## src/rtl/boreal_ai_result_writer.sv

```systemverilog
// AI result-stream packer: writes each frame into a ping-pong mailbox slot over MMIO,
// then writes the header word and raises the slot's valid flag.
module boreal_ai_result_writer #(
  parameter logic [31:0] MB_BASE   = 32'h0000_0000,
  parameter int          MAX_WORDS = 15
) (
  input  logic        clk,
  input  logic        rst,
  input  logic        enable,
  input  logic        in_valid,
  output logic        in_ready,
  input  logic [31:0] in_data,
  input  logic        in_last,
  output logic        mb_sel,
  output logic        mb_wr,
  output logic [31:0] mb_addr,
  output logic [31:0] mb_wdata,
  input  logic        mb_ack,
  input  logic        slot0_valid,
  input  logic        slot1_valid,
  output logic        busy,
  output logic        cur_slot,
  output logic [15:0] frame_cnt,
  output logic [15:0] trunc_cnt
);

  typedef enum logic [2:0] {
    S_IDLE   = 3'd0,
    S_DATA   = 3'd1,
    S_DROP   = 3'd2,
    S_HDR    = 3'd3,
    S_COMMIT = 3'd4
  } state_t;

  localparam logic [4:0]  LAST_WI    = 5'(MAX_WORDS);
  localparam logic [31:0] SLOT0_BASE = 32'h0000_0040;
  localparam logic [31:0] SLOT1_BASE = 32'h0000_0080;
  localparam logic [31:0] VALID0_OFF = 32'h0000_0000;
  localparam logic [31:0] VALID1_OFF = 32'h0000_0004;

  // len is the number of payload words written, i.e. one less than the next word index
  function automatic logic [31:0] build_header(input logic [15:0] cnt,
                                               input logic        trunc,
                                               input logic [4:0]  wi);
    return {cnt, 7'd0, trunc, 4'd0, 4'(wi - 5'd1)};
  endfunction

  state_t      state_q, state_d;
  logic [4:0]  wi_q, wi_d;
  logic        trunc_q, trunc_d;
  logic        last_pend_q, last_pend_d;
  logic        mb_sel_q, mb_sel_d;
  logic [31:0] mb_addr_q, mb_addr_d;
  logic [31:0] mb_wdata_q, mb_wdata_d;
  logic        cur_slot_q, cur_slot_d;
  logic [15:0] frame_cnt_q, frame_cnt_d;
  logic [15:0] trunc_cnt_q, trunc_cnt_d;

  logic        in_ready_c;
  logic        slot_busy;
  logic        wr_done;
  logic        accept;
  logic [31:0] slot_base;

  assign slot_busy = cur_slot_q ? slot1_valid : slot0_valid;
  assign wr_done   = mb_sel_q && mb_ack;
  assign accept    = in_valid && in_ready_c;
  assign slot_base = cur_slot_q ? SLOT1_BASE : SLOT0_BASE;

  // State and datapath registers
  always_ff @(posedge clk) begin
    if (rst) begin
      state_q     <= S_IDLE;
      wi_q        <= 5'd0;
      trunc_q     <= 1'b0;
      last_pend_q <= 1'b0;
      mb_sel_q    <= 1'b0;
      mb_addr_q   <= 32'd0;
      mb_wdata_q  <= 32'd0;
      cur_slot_q  <= 1'b0;
      frame_cnt_q <= 16'd0;
      trunc_cnt_q <= 16'd0;
    end else begin
      state_q     <= state_d;
      wi_q        <= wi_d;
      trunc_q     <= trunc_d;
      last_pend_q <= last_pend_d;
      mb_sel_q    <= mb_sel_d;
      mb_addr_q   <= mb_addr_d;
      mb_wdata_q  <= mb_wdata_d;
      cur_slot_q  <= cur_slot_d;
      frame_cnt_q <= frame_cnt_d;
      trunc_cnt_q <= trunc_cnt_d;
    end
  end

  // Next-state logic; a data state only moves on once its pending write has completed
  always_comb begin
    state_d = state_q;
    case (state_q)
      S_IDLE: begin
        if (enable && in_valid && !slot_busy) begin
          state_d = S_DATA;
        end else begin
          state_d = S_IDLE;
        end
      end
      S_DATA: begin
        if (wr_done && last_pend_q) begin
          state_d = S_HDR;
        end else if (wr_done && (wi_q > LAST_WI)) begin
          state_d = S_DROP;
        end else begin
          state_d = S_DATA;
        end
      end
      S_DROP: begin
        if (accept && in_last) begin
          state_d = S_HDR;
        end else begin
          state_d = S_DROP;
        end
      end
      S_HDR: begin
        if (wr_done) begin
          state_d = S_COMMIT;
        end else begin
          state_d = S_HDR;
        end
      end
      S_COMMIT: begin
        if (wr_done) begin
          state_d = S_IDLE;
        end else begin
          state_d = S_COMMIT;
        end
      end
      default: state_d = S_IDLE;
    endcase
  end

  // Handshake outputs decoded from registered state
  always_comb begin
    in_ready_c = 1'b0;
    case (state_q)
      S_DATA:  in_ready_c = !mb_sel_q && (wi_q <= LAST_WI);
      S_DROP:  in_ready_c = 1'b1;
      default: in_ready_c = 1'b0;
    endcase
  end

  // MMIO transaction, word index and counter updates
  always_comb begin
    wi_d        = wi_q;
    trunc_d     = trunc_q;
    last_pend_d = last_pend_q;
    mb_addr_d   = mb_addr_q;
    mb_wdata_d  = mb_wdata_q;
    cur_slot_d  = cur_slot_q;
    frame_cnt_d = frame_cnt_q;
    trunc_cnt_d = trunc_cnt_q;
    if (wr_done) begin
      mb_sel_d = 1'b0;
    end else begin
      mb_sel_d = mb_sel_q;
    end
    case (state_q)
      S_IDLE: begin
        if (state_d == S_DATA) begin
          wi_d        = 5'd1;
          trunc_d     = 1'b0;
          last_pend_d = 1'b0;
        end else begin
          wi_d = wi_q;
        end
      end
      S_DATA: begin
        if (accept) begin
          mb_sel_d    = 1'b1;
          mb_addr_d   = MB_BASE + slot_base + {25'd0, wi_q, 2'b00};
          mb_wdata_d  = in_data;
          wi_d        = wi_q + 5'd1;
          last_pend_d = in_last;
        end else if (wr_done && !last_pend_q && (wi_q > LAST_WI)) begin
          trunc_d = 1'b1;
        end else begin
          wi_d = wi_q;
        end
      end
      S_HDR: begin
        if (!mb_sel_q) begin
          mb_sel_d   = 1'b1;
          mb_addr_d  = MB_BASE + slot_base;
          mb_wdata_d = build_header(frame_cnt_q, trunc_q, wi_q);
        end else begin
          mb_addr_d = mb_addr_q;
        end
      end
      S_COMMIT: begin
        if (!mb_sel_q) begin
          mb_sel_d   = 1'b1;
          mb_addr_d  = MB_BASE + (cur_slot_q ? VALID1_OFF : VALID0_OFF);
          mb_wdata_d = 32'h0000_0001;
        end else if (wr_done) begin
          cur_slot_d  = !cur_slot_q;
          frame_cnt_d = frame_cnt_q + 16'd1;
          if (trunc_q && (trunc_cnt_q != 16'hFFFF)) begin
            trunc_cnt_d = trunc_cnt_q + 16'd1;
          end else begin
            trunc_cnt_d = trunc_cnt_q;
          end
        end else begin
          mb_addr_d = mb_addr_q;
        end
      end
      default: begin
        wi_d = wi_q;
      end
    endcase
  end

  assign in_ready  = in_ready_c;
  assign busy      = (state_q != S_IDLE);
  assign mb_sel    = mb_sel_q;
  assign mb_wr     = mb_sel_q;
  assign mb_addr   = mb_addr_q;
  assign mb_wdata  = mb_wdata_q;
  assign cur_slot  = cur_slot_q;
  assign frame_cnt = frame_cnt_q;
  assign trunc_cnt = trunc_cnt_q;

  boreal_ai_result_writer_chk u_chk (
    .clk      (clk),
    .rst      (rst),
    .mb_sel   (mb_sel_q),
    .mb_wr    (mb_wr),
    .mb_ack   (mb_ack),
    .in_ready (in_ready_c),
    .mb_addr  (mb_addr_q),
    .mb_wdata (mb_wdata_q)
  );

endmodule

// Protocol properties of the mailbox write port.
module boreal_ai_result_writer_chk (
  input logic        clk,
  input logic        rst,
  input logic        mb_sel,
  input logic        mb_wr,
  input logic        mb_ack,
  input logic        in_ready,
  input logic [31:0] mb_addr,
  input logic [31:0] mb_wdata
);

  a_wr_eq_sel: assert property (@(posedge clk) mb_wr == mb_sel);

  a_hold_stable: assert property (@(posedge clk) disable iff (rst)
    (mb_sel && !mb_ack) |=> (mb_sel && $stable(mb_addr) && $stable(mb_wdata)));

  a_no_accept_while_busy: assert property (@(posedge clk) !(mb_sel && in_ready));

endmodule

```

## config.mk

```make
export PLATFORM = sky130hd
export DESIGN_NAME = boreal_ai_result_writer
export DESIGN_NICKNAME = d
export VERILOG_FILES = /design/src/rtl/boreal_ai_result_writer.sv
export SDC_FILE = /design/constraint.sdc
export NUM_CORES = 1
export LEC_CHECK = 0
export ABC_AREA = 1
export CAP_MARGIN = 20
export CORE_MARGIN = 2
export CORE_UTILIZATION = 48
export DETAILED_ROUTE_END_ITERATION = 8
export DONT_BUFFER_PORTS = 1
export MAX_ROUTING_LAYER = met4
export PLACE_DENSITY = 0.65
export SLEW_MARGIN = 20
export SYNTH_ARGS = -nofsm -noshare
export SYNTH_HDL_FRONTEND = slang
export SYNTH_SLANG_ARGS = --single-unit
```

## constraint.sdc

```tcl
create_clock -name clk -period 2.7 [get_ports clk]
set_clock_uncertainty 0.1 [all_clocks]
set_input_delay 0.54 -clock clk [delete_from_list [all_inputs] [get_ports clk]]
set_output_delay 0.54 -clock clk [all_outputs]
set_load 0.05 [all_outputs]
```

==> impl_metrics.ini <==
[status]
status = completed

[setup_path]
crit_arrival_ns = 1.78
critical_path_class = reg2out
crit_fanout = 4
rrSetupSlack_ns = 0.46
critPathMaxStageDelay_ns = 0.41
critPathLaunchType = flop
reg2reg_from = wi_q[1]$_SDFFE_PP0P_
crit_chain = ha_1 -> nand2_1 -> nor2_1 -> ha_1 -> inv_1 -> nand2_1 -> nand2_1 -> nand2_1 -> buf_4
endpoint_kind = primary output
crit_slowest_cell = dfxtp_1
r2r-end = mb_addr[2]$_SDFFE_PP0P_
reg2reg_depth = 14
required_ns = 2.06
crit_path_frequent_cell = nand2_1

[placed_design]
numPortBuffers = 0
dp.cells = 823
dpl.hpwl_mm = 8.28
gp_congestion = 0.866

[floorplanning]
die_area_um2 = 10700
boundaryPins = 141
die_y_um = 103
core-area_um2 = 9680
initial_utilization_pct = 48.8
rows = 36
fp.dieW_um = 103

[route]
ant_nets = 0
vias = 4275
drt-total-wl_mm = 11.5
route.detailed.drc = 0
post_drt_wl_per_cell_um = 13.7
vias_per_cell = 5.10
drtIter0Drc = 139
dr.pass1.iters = 4

[global_route]
grt_start_max_net_pins = 78
grt-ovfl-total = 0
grt_use_total_pct = 21.6
antenna_found_initial = 0
grt_pass1_wl_mm = 17.9
first_global_vias = 3908

[worst_hold_path]
worstHoldPathCells = 1
min_path_type = in2reg
hp-start = rst
hold_end = trunc_cnt[14]$_SDFFE_PP0P_

[clock_network]
path_clk_slew_ns = 0.10
clock-root-buffer = clkbuf_8
cts_setup_buffers = 0
cts_hold_buf = 0
insertion_delay_ns = 0.35
tritoncts = done
cts-resized-gates = 0
numCtsBuffers = 9
h-tree-depth = 3
clkSinkCount = 83
cts.path.max_buffers = 2

[yosys]
ys_types = 38
netlist_area_um2 = 4720
ys_ff_latch = 83
yosysSeqAreaShare_pct = 35.2
synthCells = 686
syn_area_per_cell_um2 = 6.89
yosys_warnings = 0

[cells_and_area]
final_cell_mix = nand2_1 (160), dfxtp_1 (83), nor2_1 (77)
layout_commonest_cell = nand2_1
instances_no_fill = 839
n_fill_cell = 981
multiInputGateArea_um2 = 2500
nNetsFinal = 748
area.growth.synth_to_final_pct = 8.61
drive_gt1_share_pct = 12.9
regArea_um2 = 1660
antennaDiodeCount = 0
fin_util_pct = 53.0

[power_and_ir_drop]
p_leak_nw = 2.13
cellPowerDensity_nw_per_um2 = 561
power.total_mw = 2.88
vdd_drop_max_uv = 247

[sta]
period_needed_ns = 2.42
hold_viol_final = 0
slew_violations = 0
max_freq_mhz = 413
timing.setup.tns_ns = 0
holdWs_ns = 0.162
relSlewSlack_pct = 55.2
rsz0062_at_grt = false
final-setup-viol-count = 0
tightest_slew_ns = 0.671
fin_crit_sh_pct = 89.6

[flow_run]
drv_cap = 0
[cell usage after synthesis (all sizes together)]
master  count  area (um2)
nand2     164         631
dfxtp      83        1660
nor2       79         307
a21oi      71         430
inv        63         236
buf        49         379
nand3      48         250
o21ai      37         185
nand3b     21         158
nor3       15        75.1
clkbuf     10        38.8
nand4       9        56.3
xor2        9        78.8
ha          7        87.6
xnor2       4        35.0
a31oi       3        18.8
o22ai       3        18.8
a22oi       2        15.0
and3        2        12.5
o31ai       2        15.0
or2         2        15.0
a22o        1        8.76
conb        1        3.75
o21bai      1        7.51
[per-layer routing]
| layer | track usage [%] | up-vias | wire length (um) |
|---|---|---|---|
| met5 | - | - | 0 |
| met1 | 26.2 | 1946 | 5020 |
| met3 | 5.58 | 9 | 864 |
| met2 | 36.1 | 119 | 5520 |
| met4 | 5.36 | 0 | 95 |
| li1 | - | 2201 | - |
[metrics by stage]
step / setup WS, ns / cell area [um2]
after floorplan: 0.497 / 4810
after global placement: 0.479 / 4880
after detailed placement: 0.443 / 4880
after CTS: 0.262 / 5130
after global routing: 0.122 / 5130
final: 0.280 / 5130
[flip-flops by register name, summed over array words and instances (netlist names)]
register	count
cur_slot	1
frame_cnt	16
last_pend_q	1
mb_addr	7
mb_sel	1
mb_wdata	32
state_q	3
trunc_cnt	16
trunc_q	1
wi_q	5
[where the power goes]
part           leakage (nW)  switching [mW]  total [mW]  internal, mW
Sequential            0.673           0.181        1.45          1.27
Combinational          1.33           0.231       0.334         0.103
Clock                 0.126           0.452        1.09         0.642
Total                  2.13           0.864        2.88          2.02
[cell families (layout without fill, tap and decap cells)]
kind of cell / count (synthesis) / count (layout) / share of synthesized area (%)
compound gates: 120 / 120 / 14.8
buf+inv: 122 / 118 / 13.9
xor+xnor: 13 / 13 / 2.41
flops: 83 / 83 / 35.2
fa+ha+maj: 7 / 7 / 1.85
other cells: 1 / 25 / 0.0794
simple gates: 340 / 340 / 31.8
[critical path: cells and delay by family, from the launching register on]
family	cells	cell delay, ns
AND/OR/NAND/NOR	5	0.45
flip-flops	1	0.41
adder cells (fa/ha/maj)	2	0.34
buffers and inverters	2	0.24
[how the worst max path moves through the flow]
stage                    startpoint                   endpoint  slack, ns  cells after the start
3_3_place_gp                 mb_ack  trunc_cnt[6]$_SDFFE_PP0P_       0.48                     10
5_1_grt        wi_q[1]$_SDFFE_PP0P_                   in_ready       0.12                      9
2_1_floorplan  wi_q[0]$_SDFFE_PP0P_  mb_wdata[18]$_SDFFE_PP0P_       0.50                     14
3_5_place_dp                 mb_ack  trunc_cnt[6]$_SDFFE_PP0P_       0.44                     10
4_1_cts        wi_q[1]$_SDFFE_PP0P_                   in_ready       0.26                      9
6_report       wi_q[1]$_SDFFE_PP0P_                   in_ready       0.28                      9
[area by class of cell]
class                   instances  area share (%)
clock inverters                 6            2.19
well taps                     133            3.24
inverters                      63            4.61
multi-input cells             505            48.7
flip-flops and latches         83            32.4
clock buffers                  10            2.68
repair buffers                 39            6.19
No activity file was read; power rests on OpenSTA's default activity.
